<file path="src/rtl/pip_stage_skid.sv">
// pip_stage_skid: valid/ready pipeline stage register with optional skid entry and flush-to-bubble
module pip_stage_skid #(
    parameter int                    DATA_WIDTH  = 64,
    parameter logic [DATA_WIDTH-1:0] BUBBLE_DATA = {32'h00000013, 32'hBFC00000},
    parameter bit                    SKID_EN     = 1'b1
) (
    input  logic                  clk,
    input  logic                  rst,
    input  logic                  flush,
    input  logic                  stall,
    input  logic                  in_valid,
    output logic                  in_ready,
    input  logic [DATA_WIDTH-1:0] in_data,
    output logic                  out_valid,
    input  logic                  out_ready,
    output logic [DATA_WIDTH-1:0] out_data,
    output logic [1:0]            occupancy
);
    logic                  m_vld_q, m_vld_d, s_vld_q, s_vld_d;
    logic [DATA_WIDTH-1:0] m_dat_q, m_dat_d, s_dat_q, s_dat_d;
    logic                  rdy_eff, in_fire, out_fire, drain, skid_fire;
    assign rdy_eff   = out_ready & ~stall;
    assign in_ready  = SKID_EN ? ~s_vld_q : (~m_vld_q | rdy_eff);
    assign in_fire   = in_valid & in_ready;
    assign out_fire  = m_vld_q & rdy_eff;
    assign drain     = ~m_vld_q | out_fire;
    assign skid_fire = in_fire & SKID_EN;
    assign out_valid = m_vld_q;
    assign out_data  = m_vld_q ? m_dat_q : BUBBLE_DATA;
    assign occupancy = {1'b0, m_vld_q} + {1'b0, s_vld_q};
    // a full skid entry always refills main first; in_ready is low then, so no capture can collide
    always_comb begin
        m_vld_d = drain ? (s_vld_q | in_fire) : m_vld_q;
        m_dat_d = drain ? (s_vld_q ? s_dat_q : in_fire ? in_data : BUBBLE_DATA) : m_dat_q;
        s_vld_d = drain ? 1'b0 : (s_vld_q | skid_fire);
        s_dat_d = drain ? BUBBLE_DATA : skid_fire ? in_data : s_dat_q;
    end
    always_ff @(posedge clk) begin
        if (rst || flush) begin
            m_vld_q <= 1'b0;
            s_vld_q <= 1'b0;
            m_dat_q <= BUBBLE_DATA;
            s_dat_q <= BUBBLE_DATA;
        end else begin
            m_vld_q <= m_vld_d;
            s_vld_q <= s_vld_d;
            m_dat_q <= m_dat_d;
            s_dat_q <= s_dat_d;
        end
    end
endmodule

</file>
<file path="config.mk">
export PLATFORM = sky130hd
export DESIGN_NAME = pip_stage_skid
export DESIGN_NICKNAME = d
export VERILOG_FILES = /design/src/rtl/pip_stage_skid.sv
export SDC_FILE = /design/constraint.sdc
export NUM_CORES = 1
export LEC_CHECK = 0
export CORE_AREA = 3 3 120 122
export DETAILED_ROUTE_END_ITERATION = 12
export DIE_AREA = 0 0 123 125
export PLACE_DENSITY = 0.69
export SLEW_MARGIN = 20
export SYNTH_ARGS = -nofsm -noshare
export SYNTH_HDL_FRONTEND = slang
export SYNTH_SLANG_ARGS = --single-unit
</file>
<file path="constraint.sdc">
create_clock -name clk -period 1.31 [get_ports clk]
set_clock_uncertainty 0.1 [all_clocks]
set_input_delay 0.131 -clock clk [delete_from_list [all_inputs] [get_ports clk]]
set_output_delay 0.131 -clock clk [all_outputs]
set_load 0.01 [all_outputs]
</file>
==> load_flow_metrics.sql <==
INSERT INTO impl_metrics (metric_group, metric, value, unit) VALUES
('sta', 'whs', '0.200', 'ns'),
('cells_and_area', 'total_area_of_multi_input_combinational_cells', '0.00386', 'mm²'),
('drt', 'drt_iter0_drc', '554', ''),
('clocking', 'cts_tree', 'done', ''),
('synthesis', 'synth.cell_area', '0.00537', 'mm²'),
('sta', 'final_worst_setup_slack', '-0.324', 'ns'),
('clocking', 'cell_chosen_for_the_clock_root', 'clkbuf_16', ''),
('sta', 'timing.final.hold_violations', '0', ''),
('worst_setup_path', 'cp_max_fo', '8', ''),
('cells_and_area', 'mostFrequentLayoutCells', '152 x nand2_1, 128 x dfxtp_1, 69 x clkdlybuf4s50_1', ''),
('drt', 'wl', '21300', 'µm'),
('die', 'floorplan.core_area', '0.0133', 'mm²'),
('clocking', 'clock_sink_count', '130', ''),
('global_route', 'grt_antenna_before_repair', '0', ''),
('sta', 'timing.slew.headroom', '0.742', ''),
('drt', 'wl_per_cell', '21.2', 'µm'),
('status', 'violations', 'negative setup slack', ''),
('sta', 'fmax_achieved', '612', 'MHz'),
('drt', 'drt_pre_antenna_iters', '7', ''),
('global_route', 'grt_util_all_layers', '0.254', ''),
('global_route', 'grt_overflow', '0', ''),
('sta', 'final.min_clock_period', '1.63', 'ns'),
('sta', 'slew_viol_final', '0', ''),
('die', 'dieArea', '0.0154', 'mm²'),
('worst_setup_path', 'crit_path_dat', '1.40', 'ns'),
('global_route', 'first_global_vias', '5763', ''),
('pwr', 'power.density_cell_area', '1070', 'mW/mm²'),
('run', 'max_cap_violations', '0', ''),
('clocking', 'clkTransAtPathRegs', '0.06', 'ns'),
('die', 'die_width', '123', 'µm'),
('sta', 'final_min_period_over_clock_period', '1.25', ''),
('die', 'io_pins', '138', ''),
('drt', 'vias_per_cell', '5.81', ''),
('cells_and_area', 'flow.area_growth_from_synthesis', '81.5', '%'),
('pwr', 'cellLeakagePower', '3.47', 'nW'),
('cells_and_area', 'util_after_layout', '0.733', ''),
('synthesis', 'seq_area_frac_synth', '0.485', ''),
('placement', 'post-dp-hpwl', '10400', 'µm'),
('synthesis', 'synthesis.instances', '657', ''),
('clocking', 'clock_tree.htree_level_count', '4', ''),
('clocking', 'worst_skew_pair.late_latency', '0.42', 'ns'),
('cells_and_area', 'drive_gt1_frac', '0.417', ''),
('min_path', 'min-delay-path-class', 'input port to flip-flop', ''),
('synthesis', 'syn-mean-instance-area', '8.17', 'µm²'),
('cells_and_area', 'mostFrequentLayoutCell', 'nand2_1', ''),
('global_route', 'largest_net_degree_at_the_start_of_global_routing', '36', ''),
('drt', 'via_count_of_the_routed_design', '5855', ''),
('cells_and_area', 'num-nets-final', '892', ''),
('clocking', 'ctsLongestPathBuffers', '2', ''),
('worst_setup_path', 'worst_ep_required_time', '1.08', 'ns'),
('sta', 'rsz_0062_raised_after_global_routing', 'yes', ''),
('placement', 'io_buffers', '137', ''),
('die', 'die-height', '125', 'µm'),
('status', 'run_status', 'complete, but fails checks', ''),
('die', 'initial_core_util', '0.404', ''),
('clocking', 'hold_buffers', '0', ''),
('synthesis', 'yosys_warnings', '0', ''),
('cells_and_area', 'num-fill-cells', '856', ''),
('pwr', 'finalPower', '10.5', 'mW'),
('worst_setup_path', 'cp-end-kind', 'output pin', ''),
('drt', 'drcViolationCount', '0', ''),
('drt', 'antenna_left', '0', ''),
('cells_and_area', 'sequential_cell_area', '0.00261', 'mm²'),
('worst_setup_path', 'worst_setup_path_start_kind', 'flip-flop', ''),
('sta', 'tightest_slew', '0.387', 'ns'),
('die', 'rows', '42', ''),
('clocking', 'cts_inserted_buffers', '17', ''),
('placement', 'dpl_worst_slack', '-0.337', 'ns'),
('placement', 'gpl.final_weighted_congestion', '0.806', ''),
('worst_setup_path', 'critPathKind', 'flip-flop to output pin', ''),
('global_route', 'global_route_wire_length_before_repair', '30400', 'µm'),
('pwr', 'worst_ir_drop_vdd', '0.967', 'mV'),
('synthesis', 'ys_ff_latch', '130', ''),
('cells_and_area', 'n_antenna_cell', '0', ''),
('sta', 'setup_violations', '186', ''),
('synthesis', 'synthDistinctLibCells', '26', ''),
('synthesis', 'synth.net_count', '728', '');
-- power by group --
group | internal, mW | switching [mW] | total [mW]
Clock | 3.13 | 1.70 | 4.83
Combinational | 0.749 | 0.770 | 1.52
Sequential | 4.04 | 0.0730 | 4.11
-- path summary, 6_finish.rpt --
| check | startpoint | to | slack, ns | depth (start not counted) |
|---|---|---|---|---|
| worst min-delay path | in_data[47] | s_dat_q[47]$_SDFFE_PP0N_ | 0.20 | 3 |
| worst max-delay path | out_valid$_SDFFE_PP0P_ | occupancy[0] | -0.32 | 3 |
| worst min register to register | s_dat_q[45]$_SDFFE_PP0N_ | s_dat_q[45]$_SDFFE_PP0N_ | 0.36 | 2 |
| worst max register to register | out_valid$_SDFFE_PP0P_ | s_dat_q[2]$_SDFFE_PP0N_ | -0.28 | 7 |
-- cell usage after synthesis --
library cell	number	share of area
a21oi_1	53	0.049
a31oi_1	64	0.075
and2_1	52	0.061
buf_1	2	0.0014
buf_2	31	0.029
buf_4	8	0.011
buf_6	5	0.010
clkbuf_1	16	0.011
clkbuf_2	1	0.00093
dfxtp_1	130	0.48
ha_1	1	0.0023
inv_1	1	0.00070
inv_2	1	0.00070
nand2_1	157	0.11
nand2b_1	13	0.015
nand2b_2	1	0.0016
nand3_2	1	0.0019
nor2_1	27	0.019
nor2_2	1	0.0012
nor2b_1	2	0.0023
nor3_2	1	0.0019
o21ai_0	14	0.013
o21ai_1	10	0.0093
o22ai_1	12	0.014
o31ai_1	52	0.073
or2_1	1	0.0012
-- logic make-up after synthesis --
family,synth area share
compound gates,0.233
fa+ha+maj,0.00233
simple gates,0.214
flops,0.485
buf+inv,0.0655
-- area by class of cell --
class	count	area share
Clock buffer	26	0.0543
Clock inverter	4	0.00719
Inverter	2	0.00231
Multi-Input combinational cell	464	0.396
Sequential cell	130	0.268
Tap cell	176	0.0226
Timing Repair Buffer	206	0.250
-- what timing repair did --
action	4_1_cts	5_1_grt
gates cloned	20	3
endpoints found under the setup margin	147	198
setup buffers	12	9
pin swaps	5	11
resized for setup	366	209
-- critical path, cell delays in order (launching register included) --
cell	delay, ns
dfxtp_4	0.38
buf_12	0.15
ha_1	0.29
buf_2	0.15
-- sequential cells by signal, summed over array words and instances (netlist names) --
register,cells
m_dat_q,64
s_dat_q,64
out_valid,1
s_vld_q,1
-- layer usage --
metal	track usage	vias up	routed length [µm]
met2	0.398	280	10600
met1	0.320	2887	8680
met5	0	-	0
li1	-	2634	-
met4	0.121	0	582
met3	0.0709	54	1510
-- stage by stage --
stage / instance area (µm²) / TNS [ns] / std cells
after CTS: 8520 / -37.39 / 1002
after global routing: 9740 / -45.38 / 1008
after global placement: 7110 / -37.46 / 940
final: 9740 / -38.34 / 1008
after floorplan: 5370 / -1.38 / 657
after detailed placement: 7110 / -42.45 / 940
Power figures use the tool's default switching activity.
==> RTL edit 1, RTL diff (config.mk and constraints unchanged) <==
`DATA_WIDTH`: 64 -> 56.
--- a/src/rtl/pip_stage_skid.sv
+++ b/src/rtl/pip_stage_skid.sv
@@ -2,3 +2,3 @@
 module pip_stage_skid #(
-    parameter int                    DATA_WIDTH  = 64,
+    parameter int                    DATA_WIDTH  = 56,
     parameter logic [DATA_WIDTH-1:0] BUBBLE_DATA = {32'h00000013, 32'hBFC00000},
Ports: changed (resized in_data and out_data); port bits go from 138 to 122. No check against the original RTL was run, so the function may have changed too.
==> RTL edit 1 against the original RTL <==
The run still ends with negative setup slack left; routed wire length decreased by 24%; design area decreased by 19%; sequential share of layout area increased by 2.1 points; critical endpoint is now out_data[36]; largest cell class unchanged; via count decreased by 17%; largest power group unchanged; setup slack improved by 6.2 ps; area after synthesis decreased by 13%; sequential cell count decreased by 16; highest routed layer unchanged; die area unchanged; non-clock buffer count decreased by 35; power decreased by 12%.
==> RTL edit 1: results (changes against the original RTL) <==
{
  "synthDistinctLibCells": {"value": 23, "change": "was 26"},
  "drt_first_iter_violations": {"value": 420, "change": "was 554"},
  "ys_top_cells_by_area": {"value": "dfxtp_1, nand2_1, a31oi_1", "change": "unchanged"},
  "grt_util_all_layers": {"value": 20.01, "unit": "%", "change": "was 25.35%"},
  "nets": {"value": 776, "change": "was 892"},
  "status": {"value": "complete, but fails checks", "change": "unchanged"},
  "post_layout_nonfiller_instances": {"value": 902, "change": "was 1008"},
  "worst_slack": {"value": -317.6, "unit": "ps", "change": "was -323.8 ps"},
  "netSwitchingFraction": {"value": 24.43, "unit": "%", "change": "was 24.28%"},
  "report.final.setup_viol": {"value": 172, "change": "was 186"},
  "pre_cts_slack": {"value": -386.2, "unit": "ps", "change": "was -336.8 ps"},
  "peakVddDrop": {"value": 0.8273, "unit": "mV", "change": "was 0.9667 mV"},
  "drt_pre_antenna_iters": {"value": 5, "change": "was 7"},
  "max_stage_delay": {"value": 430, "unit": "ps", "change": "was 380 ps"},
  "failed_checks": {"value": "negative setup slack", "change": "unchanged"},
  "routed_via_density": {"value": 5.406, "change": "was 5.809"},
  "met2_demand_to_capacity_share_in_global_routing": {"value": 34.51, "unit": "%", "change": "was 39.82%"},
  "static-leakage-power": {"value": 0.002908, "unit": "uW", "change": "was 0.003472 uW"},
  "dp_hpwl": {"value": 8989, "unit": "microns", "change": "was 10410 microns"},
  "dr_wl_met3": {"value": 889, "unit": "microns", "change": "was 1509 microns"},
  "mappedNetlistNets": {"value": 640, "change": "was 728"},
  "buffer_ports.inserted": {"value": 121, "change": "was 137"},
  "gpl.final_weighted_congestion": {"value": 0.7757, "change": "was 0.8057"},
  "clock_latency": {"value": 400, "unit": "ps", "change": "was 420 ps"},
  "crit_fanout": {"value": 6, "change": "was 8"}
}
## RTL edit 1: cell count changes in the layout (fill, tap and decap cells not counted), moves of 8 or more
cell             unedited run  this run
a31oi_1                    27        54
and2_4                     14        33
and2_1                     38        11
buf_2                      40        14
a21oi_1                    11         0
dfxtp_1                   128       112
o31ai_4                    19         1
nand2_1                   152       132
o22ai_2                     9         0
o22ai_1                     2        12
a31oi_4                    36         2
clkdlybuf4s50_1            69        61
buf_6                      39        53
## RTL edit 1: power groups by stage
stage | registers (uW) | clock network (uW) | logic, uW
3_5_place_dp | 3660 | 0 | 780
5_1_grt | 3610 | 4740 | 1120
6_report | 3600 | 4510 | 1050
3_3_place_gp | 3660 | 0 | 764
2_1_floorplan | 3650 | 0 | 377
4_1_cts | 3590 | 4540 | 941
## RTL edit 1: cell families after synthesis
logic type,count (synthesis),synth area share [%]
AND/OR/NAND/NOR,224,21.61
flip-flops,114,48.60
buffers and inverters,57,6.075
adder cells (fa/ha/maj),1,0.2664
AO/OA/AOI/OAI,181,23.45
## RTL edit 1: per-stage QoR
step           setup TNS (ps)  area, sq um
4_1_cts                -34420         7297
2_1_floorplan          -778.2         4697
3_5_place_dp           -34630         6230
5_1_grt                -34620         7923
6_report               -27920         7923
3_3_place_gp           -31030         6230
## RTL edit 1: area by class of cell
type                            count  share of cell area, %
Clock buffer                       19                  5.591
Clock inverter                     13                  1.737
Inverter                            2                0.09476
Multi-Input combinational cell    407                  34.63
Sequential cell                   114                  28.90
Tap cell                          176                  2.780
Timing Repair Buffer              171                  26.26
## RTL edit 1: worst paths after layout
path | from | end | cells past startpoint
min | in_data[18] | s_dat_q[18] | 3
max | out_valid | out_data[36] | 5
min reg2reg | s_dat_q[39] | m_dat_q[39] | 2
max reg2reg | out_valid | m_dat_q[11] | 6
==> RTL edit 2, RTL diff (same flow settings) <==
Made on the original files. Change the parameter `SKID_EN` from 1'b1 to 1'b0.
--- a/src/rtl/pip_stage_skid.sv
+++ b/src/rtl/pip_stage_skid.sv
@@ -4,3 +4,3 @@
     parameter logic [DATA_WIDTH-1:0] BUBBLE_DATA = {32'h00000013, 32'hBFC00000},
-    parameter bit                    SKID_EN     = 1'b1
+    parameter bit                    SKID_EN     = 1'b0
 ) (
Formal check against the unedited RTL: not equivalent (Yosys sat finds a counterexample within 4 cycles, from zero or initial values).
==> RTL edit 2 against the original RTL <==
Setup slack improved by 120 ps; power decreased by 51%; combinational power shrank 41%; largest power group unchanged; die area is the same; the run still ends with negative setup slack left; routed wire length shrank 45%; area after synthesis shrank 41%; non-clock buffer count fell by 15; largest cell class is now buffers; sequential cell count is 65 lower; worst hold slack got worse by 70 ps; global-route usage decreased by 12 points; design area down 39%; count of clock-buffer cells in the layout decreased by 12.
==> RTL edit 2: results (changes against the original RTL) <==
{
  "regToRegEndpoint": {"value": "m_dat_q[33]", "change": "was s_dat_q[2]"},
  "buffer_ports.inserted": {"value": 136, "change": "was 137"},
  "synthDistinctLibCells": {"value": 18, "change": "was 26"},
  "ff2ff_setup_slack": {"value": -90, "unit": "ps", "change": "was -280 ps"},
  "gpl.final_weighted_congestion": {"value": 0.7673, "change": "was 0.8057"},
  "critical_path_arrival": {"value": 1290, "unit": "ps", "change": "was 1400 ps"},
  "report.final.setup_viol": {"value": 128, "change": "was 186"},
  "status": {"value": "complete, but fails checks", "change": "unchanged"},
  "dp.cells": {"value": 667, "change": "was 940"},
  "grt_util_all_layers": {"value": 13.71, "unit": "%", "change": "was 25.35%"},
  "clock_latency": {"value": 320, "unit": "ps", "change": "was 420 ps"},
  "routed-via-count": {"value": 3506, "change": "was 5855"},
  "post_layout_nonfiller_instances": {"value": 711, "change": "was 1008"},
  "p_int": {"value": 3895, "unit": "uW", "change": "was 7919 uW"},
  "drive_above_1_share": {"value": 41.57, "unit": "%", "change": "was 41.71%"},
  "peakVddDrop": {"value": 0.5030, "unit": "mV", "change": "was 0.9667 mV"},
  "timing.critical_path.max_delay_family": {"value": "buffers and inverters", "change": "was flip-flops"},
  "failed_checks": {"value": "negative setup slack", "change": "unchanged"},
  "worst_slack": {"value": -208.3, "unit": "ps", "change": "was -323.8 ps"},
  "non_clock_buffer_area_fraction": {"value": 36.61, "unit": "%", "change": "was 24.98%"},
  "synth_cells": {"value": 380, "change": "was 657"},
  "pwr.group.sequential": {"value": 2070, "unit": "uW", "change": "was 4110 uW"},
  "pre_cts_slack": {"value": -486.7, "unit": "ps", "change": "was -336.8 ps"},
  "worstHoldStart": {"value": "in_valid", "change": "was in_data[47]"},
  "postSynthAreaPerCell": {"value": 8.357, "unit": "sq um", "change": "was 8.172 sq um"},
  "drt_first_iter_violations": {"value": 165, "change": "was 554"},
  "ys_top_cells_by_count": {"value": "dfxtp_1, and2_1, nand3_1, nand4_1, o21ai_1", "change": "was nand2_1, dfxtp_1, a31oi_1, a21oi_1"},
  "fillerInstances": {"value": 1244, "change": "was 856"},
  "grt_pass1_vias": {"value": 3428, "change": "was 5763"},
  "synth_seq_cells": {"value": 65, "change": "was 130"},
  "maximum_number_of_pins_on_one_net_before_global_route_repair": {"value": 59, "change": "was 36"},
  "grt_antenna_before_repair": {"value": 1, "change": "was 0"}
}
RTL edit 2: worst max path at each step:
stage,end,slack (ps),start,depth (start not counted)
6_report,out_data[62],-210,out_valid,5
3_5_place_dp,m_dat_q[24],-490,flush,5
2_1_floorplan,m_dat_q[10],-20,out_valid,4
3_3_place_gp,in_ready,-470,stall,5
4_1_cts,out_data[55],-260,out_valid,5
5_1_grt,out_data[62],-250,out_valid,5
RTL edit 2: routing by layer:
metal	track usage (%)	vias up	share of wire [%]
met4	5.277	0	2.3
li1	-	1663	-
met2	22.68	138	49
met3	3.975	22	7.0
met1	16.72	1683	42
met5	0	-	0
RTL edit 2: cell families after synthesis:
family                 count (synthesis)  share of synthesized area [%]
AO/OA/AOI/OAI                         77                          17.69
buffers and inverters                 53                          8.038
flip-flops                            65                          40.98
other                                  1                         0.1181
AND/OR/NAND/NOR                      184                          33.18
RTL edit 2: timing repair:
item	4_1_cts	5_1_grt
resized for setup	354	103
gates cloned	5	8
pin swaps	1	23
buffers inserted	14	4
endpoints found under the setup margin	102	121
